$ cat src/rtl/seq_gen_pkg.sv
// Shared types and defaults for the serial pattern generator.
package seq_gen_pkg;

  // Engine selection: counter + mux, or rotating shift register.
  typedef enum logic {IMPL_CNT, IMPL_SHIFT} seq_impl_e;

  localparam int                   DEFAULT_LEN     = 6;
  localparam logic [DEFAULT_LEN-1:0] DEFAULT_PATTERN = 6'b001011;

  // Width of a modulo-len phase counter (at least one bit).
  function automatic int cnt_width(input int len);
    return (len > 2) ? $clog2(len) : 1;
  endfunction

endpackage

$ cat src/rtl/seq_gen_core.sv
// One pattern engine: emits SEQ_PATTERN MSB first, one bit per clk, forever.
// IMPL picks a counter-indexed mux or a rotating register. In both cases
// sync comes from a modulo-SEQ_LEN phase counter so it is independent of
// the pattern content.
module seq_gen_core
  import seq_gen_pkg::*;
#(
  parameter int                 SEQ_LEN     = DEFAULT_LEN,
  parameter logic [SEQ_LEN-1:0] SEQ_PATTERN = DEFAULT_PATTERN,
  parameter seq_impl_e          IMPL        = IMPL_CNT
) (
  input  logic clk,
  input  logic rst,
  output logic data,
  output logic sync
);

  localparam int            CW   = cnt_width(SEQ_LEN);
  localparam logic [CW-1:0] LAST = CW'(SEQ_LEN - 1);

  logic [CW-1:0] r_cnt;
  logic [CW-1:0] w_cnt_nxt;
  logic          r_data;
  logic          r_sync;

  // Next phase value: count up and wrap from SEQ_LEN-1 back to 0.
  always_comb begin
    // NOTE: every signal written here gets a value before any condition, so no latch can be inferred.
    w_cnt_nxt = r_cnt + CW'(1);
    if (r_cnt == LAST) begin
      w_cnt_nxt = '0;
    end
  end

  // Phase counter and sync pulse; sync marks the edge that sends bit index 0.
  always_ff @(posedge clk or posedge rst) begin
    // NOTE: state registers use non-blocking assignments so every flop samples pre-edge values.
    if (rst) begin
      r_cnt  <= '0;
      r_sync <= 1'b0;
    end else begin
      r_cnt  <= w_cnt_nxt;
      r_sync <= (r_cnt == '0);
    end
  end

  if (IMPL == IMPL_CNT) begin : g_cnt
    logic [CW-1:0] w_idx;

    // Phase 0 selects the MSB, phase SEQ_LEN-1 the LSB.
    assign w_idx = LAST - r_cnt;

    // Counter engine: registered mux of the constant pattern.
    always_ff @(posedge clk or posedge rst) begin
      if (rst) begin
        r_data <= 1'b0;
      end else begin
        r_data <= SEQ_PATTERN[w_idx];
      end
    end
  end else begin : g_shift
    logic [SEQ_LEN-1:0] r_shreg;

    // Shift engine: send the MSB, then rotate left so the pattern recirculates.
    always_ff @(posedge clk or posedge rst) begin
      if (rst) begin
        // NOTE: the rotating register resets to the pattern itself, not zero; it is the pattern store.
        r_shreg <= SEQ_PATTERN;
        r_data  <= 1'b0;
      end else begin
        r_data  <= r_shreg[SEQ_LEN-1];
        r_shreg <= {r_shreg[SEQ_LEN-2:0], r_shreg[SEQ_LEN-1]};
      end
    end
  end

  assign data = r_data;
  assign sync = r_sync;

endmodule

$ cat src/rtl/seq_pattern_gen.sv
// Free-running serial pattern source (top).
// Build option: define SEQ_GEN_LOCKSTEP_EN to run both engines side by side
// and raise a sticky err when their data streams diverge. Without it only
// the IMPL-selected engine exists and err is constant 0.
module seq_pattern_gen
  import seq_gen_pkg::*;
#(
  parameter int                 SEQ_LEN     = DEFAULT_LEN,
  parameter logic [SEQ_LEN-1:0] SEQ_PATTERN = DEFAULT_PATTERN,
  parameter seq_impl_e          IMPL        = IMPL_CNT
) (
  input  logic clk,
  input  logic rst,
  output logic data,
  output logic sync,
  output logic err
);

`ifdef SEQ_GEN_LOCKSTEP_EN
  logic w_data_cnt;
  logic w_sync_cnt;
  logic w_data_shift;
  logic w_sync_shift;
  logic w_mismatch;
  logic r_err;

  seq_gen_core #(
    .SEQ_LEN     (SEQ_LEN),
    .SEQ_PATTERN (SEQ_PATTERN),
    .IMPL        (IMPL_CNT)
  ) u_core_cnt (
    .clk  (clk),
    .rst  (rst),
    .data (w_data_cnt),
    .sync (w_sync_cnt)
  );

  seq_gen_core #(
    .SEQ_LEN     (SEQ_LEN),
    .SEQ_PATTERN (SEQ_PATTERN),
    .IMPL        (IMPL_SHIFT)
  ) u_core_shift (
    .clk  (clk),
    .rst  (rst),
    .data (w_data_shift),
    .sync (w_sync_shift)
  );

  assign data       = (IMPL == IMPL_CNT) ? w_data_cnt : w_data_shift;
  assign sync       = (IMPL == IMPL_CNT) ? w_sync_cnt : w_sync_shift;
  assign w_mismatch = w_data_cnt ^ w_data_shift;

  // Sticky mismatch record; only reset clears it.
  always_ff @(posedge clk or posedge rst) begin
    if (rst) begin
      r_err <= 1'b0;
    end else if (w_mismatch) begin
      r_err <= 1'b1;
    end
  end

  // err shows on the very edge the streams first differ, then holds.
  assign err = r_err | w_mismatch;
`else
  seq_gen_core #(
    .SEQ_LEN     (SEQ_LEN),
    .SEQ_PATTERN (SEQ_PATTERN),
    .IMPL        (IMPL)
  ) u_core (
    .clk  (clk),
    .rst  (rst),
    .data (data),
    .sync (sync)
  );

  assign err = 1'b0;
`endif

endmodule

$ cat config.mk
export PLATFORM = sky130hd
export DESIGN_NAME = seq_pattern_gen
export DESIGN_NICKNAME = d
export VERILOG_FILES = /design/src/rtl/seq_gen_pkg.sv /design/src/rtl/seq_gen_core.sv /design/src/rtl/seq_pattern_gen.sv
export SDC_FILE = /design/constraint.sdc
export NUM_CORES = 1
export LEC_CHECK = 0
export BUFFER_PORTS_ARGS = -buffer_cell sky130_fd_sc_hd__buf_2
export CORE_AREA = 2 2 39 41
export CTS_CLUSTER_DIAMETER = 200
export DETAILED_ROUTE_END_ITERATION = 8
export DIE_AREA = 0 0 41 43
export GPL_TIMING_DRIVEN = 0
export PLACE_DENSITY_LB_ADDON = 0.08
export SYNTH_ARGS = -nofsm -noshare
export SYNTH_HDL_FRONTEND = slang
export SYNTH_SLANG_ARGS = --single-unit
$ cat constraint.sdc
create_clock -name clk -period 1.3 [get_ports clk]
set_input_delay 0.39 -clock clk [delete_from_list [all_inputs] [get_ports clk]]
set_output_delay 0.39 -clock clk [all_outputs]
set_load 0.01 [all_outputs]
---- Word-level counts from Yosys, hierarchy flattened ----
Memories as Yosys holds them, arrays and structs flattened. A register that Yosys moved wholly into a read port is not among the register bits.
Index checks and enable logic that the tools add are counted.
storage, ports and cells
  logic and storage cells ................. 8
  output and inout port bits .............. 3
  flip-flop bits (word level) ............. 4
  input bits .............................. 2
  memories ................................ 1
  bits in writable memories ............... 0
  ROM bits ................................ 8
  bits in latches ......................... 0
cells by class
  equal/unequal tests ..................... 1
  bitwise logic cells ..................... 0
  muxes and demuxes ....................... 1
  reduce and logical (&&, ||, !) cells .... 1
  shift operators ......................... 0
  magnitude comparators ................... 0
  multiply operators ...................... 0
  divide/modulo/power cells ............... 0
  $add $sub $neg .......................... 2
memory list
  name             depth  bits a word  read ports  clocked after memory_dff  wr ports  RTL line            text
  (no name shown)  8      1            1           1                         0         seq_gen_core.sv:58  r_data <= SEQ_PATTERN[w_idx];
operators by type and width
  cell                                                           number
  3-bit by 1-bit adder with 3-bit output, second input constant  1
  3-bit equality test, second input constant                     1
  3-bit zero test                                                1
  3-bit two-way mux                                              1
  3-bit subtractor, first input constant                         1

---- Longest topological paths before layout ----
  depth after elaboration ................. 2
  mapped depth ............................ 3
  gate-level depth less buffers ........... 3

---- Cells and area by module ----
Synthesis repeated with hierarchy kept, for this count alone.
second synthesis, totals
  cells, all modules ...................... 20
  area, all modules ....................... 235.2 um^2
by module, submodules not included
  module           instances  area an instance (um^2)  cells an instance
  seq_gen_core     1          224.0                    18
  seq_pattern_gen  1          11.3                     2

---- Worst setup path before layout ----
Ideal clock, no wire load.
  kind .................................... flip-flop to flip-flop
  start point ............................. reg u_core.r_cnt[0]
  end point ............................... reg u_core.r_cnt[1]
  period minus slack after synthesis ...... 0.926 ns
  arrival time ............................ 0.796 ns
  setup slack ............................. 0.374 ns
  stages on the path, launching flop included .. 4
  cell sequence ........................... dfrtp_1 -> inv_1 -> ha_1 -> a21boi_0
on the way
  word-level cells in the longest chain between the ends .. 2
ends and longest elaborated chain
  what                                                                                  RTL line                                text
  start, declared                                                                       seq_gen_core.sv:21                      logic [CW-1:0] r_cnt;
  start signal, assigned                                                                seq_gen_core.sv:42                      r_cnt <= w_cnt_nxt;
  3-bit by 1-bit adder with 3-bit output / 3-bit equality test (equally long branches)  seq_gen_core.sv:29, seq_gen_core.sv:30
  3-bit two-way mux *                                                                   seq_gen_core.sv:30                      if (r_cnt == LAST) begin
  net u_core.w_cnt_nxt[1]                                                               seq_gen_core.sv:22                      logic [CW-1:0] w_cnt_nxt;
Mark *: on every way through the listed nets, which the timed path passes. The rest lies on a longest branch.

---- Final worst setup path ----
  start point ............................. reg u_core.r_sync, in the netlist u_core.sync
  end point ............................... out sync
RTL lines
  what                    RTL line               text
  start, declared         seq_gen_core.sv:24     logic r_sync;
  start signal, assigned  seq_gen_core.sv:43     r_sync <= (r_cnt == '0);
  end, declared           seq_pattern_gen.sv:15  output logic sync,
No word-level cell between the ends.

==> summary.md <==
| Metric | Value |
|---|---|
| Root Buffer | `clkbuf_4` |
| Number of synthesized register bits | `5` |
| Clock skew | `0.00153 ns` |
| Final nets | `34` |
| Number of global-route vias before repair | `143` |
| Critical path arrival | `0.71 ns` |
| Reg-to-reg critical path startpoint | `u_core.r_cnt[0]$_DFF_PP0_` |
| Cell family with most CP delay | `flip-flops` |
| First-pass GRT wire length | `545 um` |
| Htree depth | `1` |
| Starting DRT DRC Count | `2` |
| CP max stage delay | `0.34 ns` |
| Pre-antenna DRT Iters | `2` |
| RSZ-0062 raised after global routing | `no` |
| Setup CP Type | `reg -> out` |
| Pleak | `0.000165 uW` |
| DR DRC count | `0` |
| Max-slew violation count | `0` |
| Status | `complete, no violations` |
| Die area | `0.00176 mm^2` |
| VDD IR max | `196 uV` |
| Antenna Nets Post-Route | `0` |
| Row count | `14` |
| Starting Density | `17.0%` |
| Die Y-Extent | `43 um` |
| Critical Path Sink Type | `output pin` |
| Buf/Inv on CP | `1` |
| CP max FO | `1` |
| Clk buf depth | `2` |
| Fillers | `159` |
| Dpl hpwl | `262 um` |
| PD cells | `1150 mW/mm^2` |
| Total GRT Usage | `5.63%` |
| R2R setup slack | `0.28 ns` |
| Post-synth top area cell | `dfrtp_1` |
| CTS Sinks | `5` |
| Largest net degree at the start of global routing | `7` |
| Max frequency | `0.905 GHz` |
| TritonCTS Buffers | `3` |
| Hold Fails Final Rpt | `0` |
| WP depth | `1` |
| Area share of the largest cell type after synthesis | `53.2%` |
| CP Data Required Time | `0.91 ns` |
| Avg Synthesized Cell Area | `11.8 um^2` |
| CP Cell Sequence | `buf_2` |
| Worst Reg2Reg Path Length in Cells | `3` |
| Clk Latency, worst-skew pair | `0.24 ns` |
| Hold_buf cts | `0` |
| Setup TNS | `0 ns` |
| Max-cap violation count | `0` |
| Port bufs | `3` |
| Register area share after synthesis | `53.2%` |
| Die W | `41 um` |
| Ports | `5` |
| Worst Setup SP | `u_core.sync$_DFF_PP0_` |
| Number of diodes | `0` |
| Setup Buffers After CTS | `0` |
| Synth top area cells | `dfrtp_1 53%, ha_1 21%, inv_1 6.4%` |
| CORE AREA | `0.00138 mm^2` |
| Final Wtd Congestion | `0.576` |
| Post-cts resize count | `0` |
| RR Endpoint | `u_core.r_cnt[1]$_DFF_PP0_` |
| Via count | `143` |
| Hold crit path type | `in -> async` |
| Synth Warn # | `0` |
| Area growth syn-to-layout | `26.1%` |
| Share of cells above drive strength 1 | `29.6%` |
| Final setup violation count | `0` |
| Routed length per placed instance | `7.60 um` |
| Gr ovfl total | `0` |
| Vias per inst | `3.33` |
| Tcrit/Tclk final | `85.0%` |
| Worst setup SP type | `register` |
| Initial antenna violation count | `0` |
| Total Power | `340 uW` |
| Mapped Nets | `26` |
| Critical Path Slowest Stage Cell | `dfrtp_1` |
| Minimum clock period | `1.10 ns` |
| Gate Count Post-Synth | `20` |
| Clock Pin Slew Worst Setup and Hold Paths | `0.04 ns` |
| CTS tree | `yes` |
| DRT Wirelength | `327 um` |
| Syn Std Cell Area | `235 um^2` |
| Distinct cell type count after synthesis | `10` |
cells by family after synthesis:
| family | after synthesis | synth area share, % |
|---|---|---|
| flip-flops | 5 | 53.2 |
| AND/OR/NAND/NOR | 2 | 5.32 |
| other | 1 | 1.59 |
| buffers and inverters | 5 | 9.57 |
| AO/OA/AOI/OAI | 2 | 5.32 |
| XOR/XNOR | 1 | 3.72 |
| adder cells (fa/ha/maj) | 4 | 21.3 |
sequential cells by signal, summed over array words and instances (netlist names):
signal	count
u_core.r_cnt	3
u_core.data	1
u_core.sync	1
layout make-up:
type | count | area [um^2] | area share [%]
Buffer | 1 | 7.51 | 2.53
Clock buffer | 4 | 26.3 | 8.86
Inverter | 4 | 15.0 | 5.06
Multi-Input combinational cell | 10 | 87.6 | 29.5
Sequential cell | 5 | 125 | 42.2
Tap cell | 16 | 20.0 | 6.75
Timing Repair Buffer | 3 | 15.0 | 5.06
per-layer routing:
metal | share of wire, % | up-vias | track usage [%] | routed length (um)
met5 | 0 | - | 0 | 0
met4 | 0 | 0 | 12.0 | 0
met3 | 4.3 | 0 | 1.57 | 14
met2 | 58 | 5 | 6.56 | 190
met1 | 37 | 67 | 4.52 | 122
li1 | - | 71 | - | -
through the flow:
| step | instances | area, um^2 | worst slack, ns | hold slack [ns] | util [%] |
|---|---|---|---|---|---|
| after CTS | 43 | 297 | 0.177 | 0.0337 | 21.4 |
| after floorplan | 20 | 235 | 0.374 | 0.169 | - |
| after global routing | 43 | 297 | 0.141 | 0.0559 | 21.4 |
| after global placement | 39 | 270 | 0.282 | 0.294 | 19.5 |
| after detailed placement | 39 | 270 | 0.271 | 0.297 | 19.5 |
| final | 43 | 297 | 0.195 | 0.0414 | 21.4 |
power breakdown:
group	internal [uW]	switching, uW	leakage [uW]
registers	156	0	0.0000611
logic	3.20	4.96	0.0000886
clock network	116	59.8	0.0000150
total	275	64.7	0.000165
synth_stat cells, drive strengths merged:
| cell | n |
|---|---|
| a21oi | 1 |
| nor2 | 1 |
| a21boi | 1 |
| ha | 4 |
| and2b | 1 |
| dfrtp | 5 |
| inv | 4 |
| conb | 1 |
| xnor2 | 1 |
| buf | 1 |
placed cells by master (no fill, tap or decap), drive strengths merged:
cell type  instances
and2b              1
nor2               1
ha                 4
xnor2              1
a21oi              1
conb               1
a21boi             1
clkbuf             4
buf                4
dfrtp              5
inv                4
worst max-delay path by stage:
stage	to	slack, ns
after CTS	sync	0.18
after global placement	u_core.r_cnt[1]$_DFF_PP0_	0.28
final	sync	0.20
after detailed placement	u_core.r_cnt[1]$_DFF_PP0_	0.27
after global routing	sync	0.14
after floorplan	u_core.r_cnt[1]$_DFF_PP0_	0.37
No activity file was read; power rests on OpenSTA's default activity.
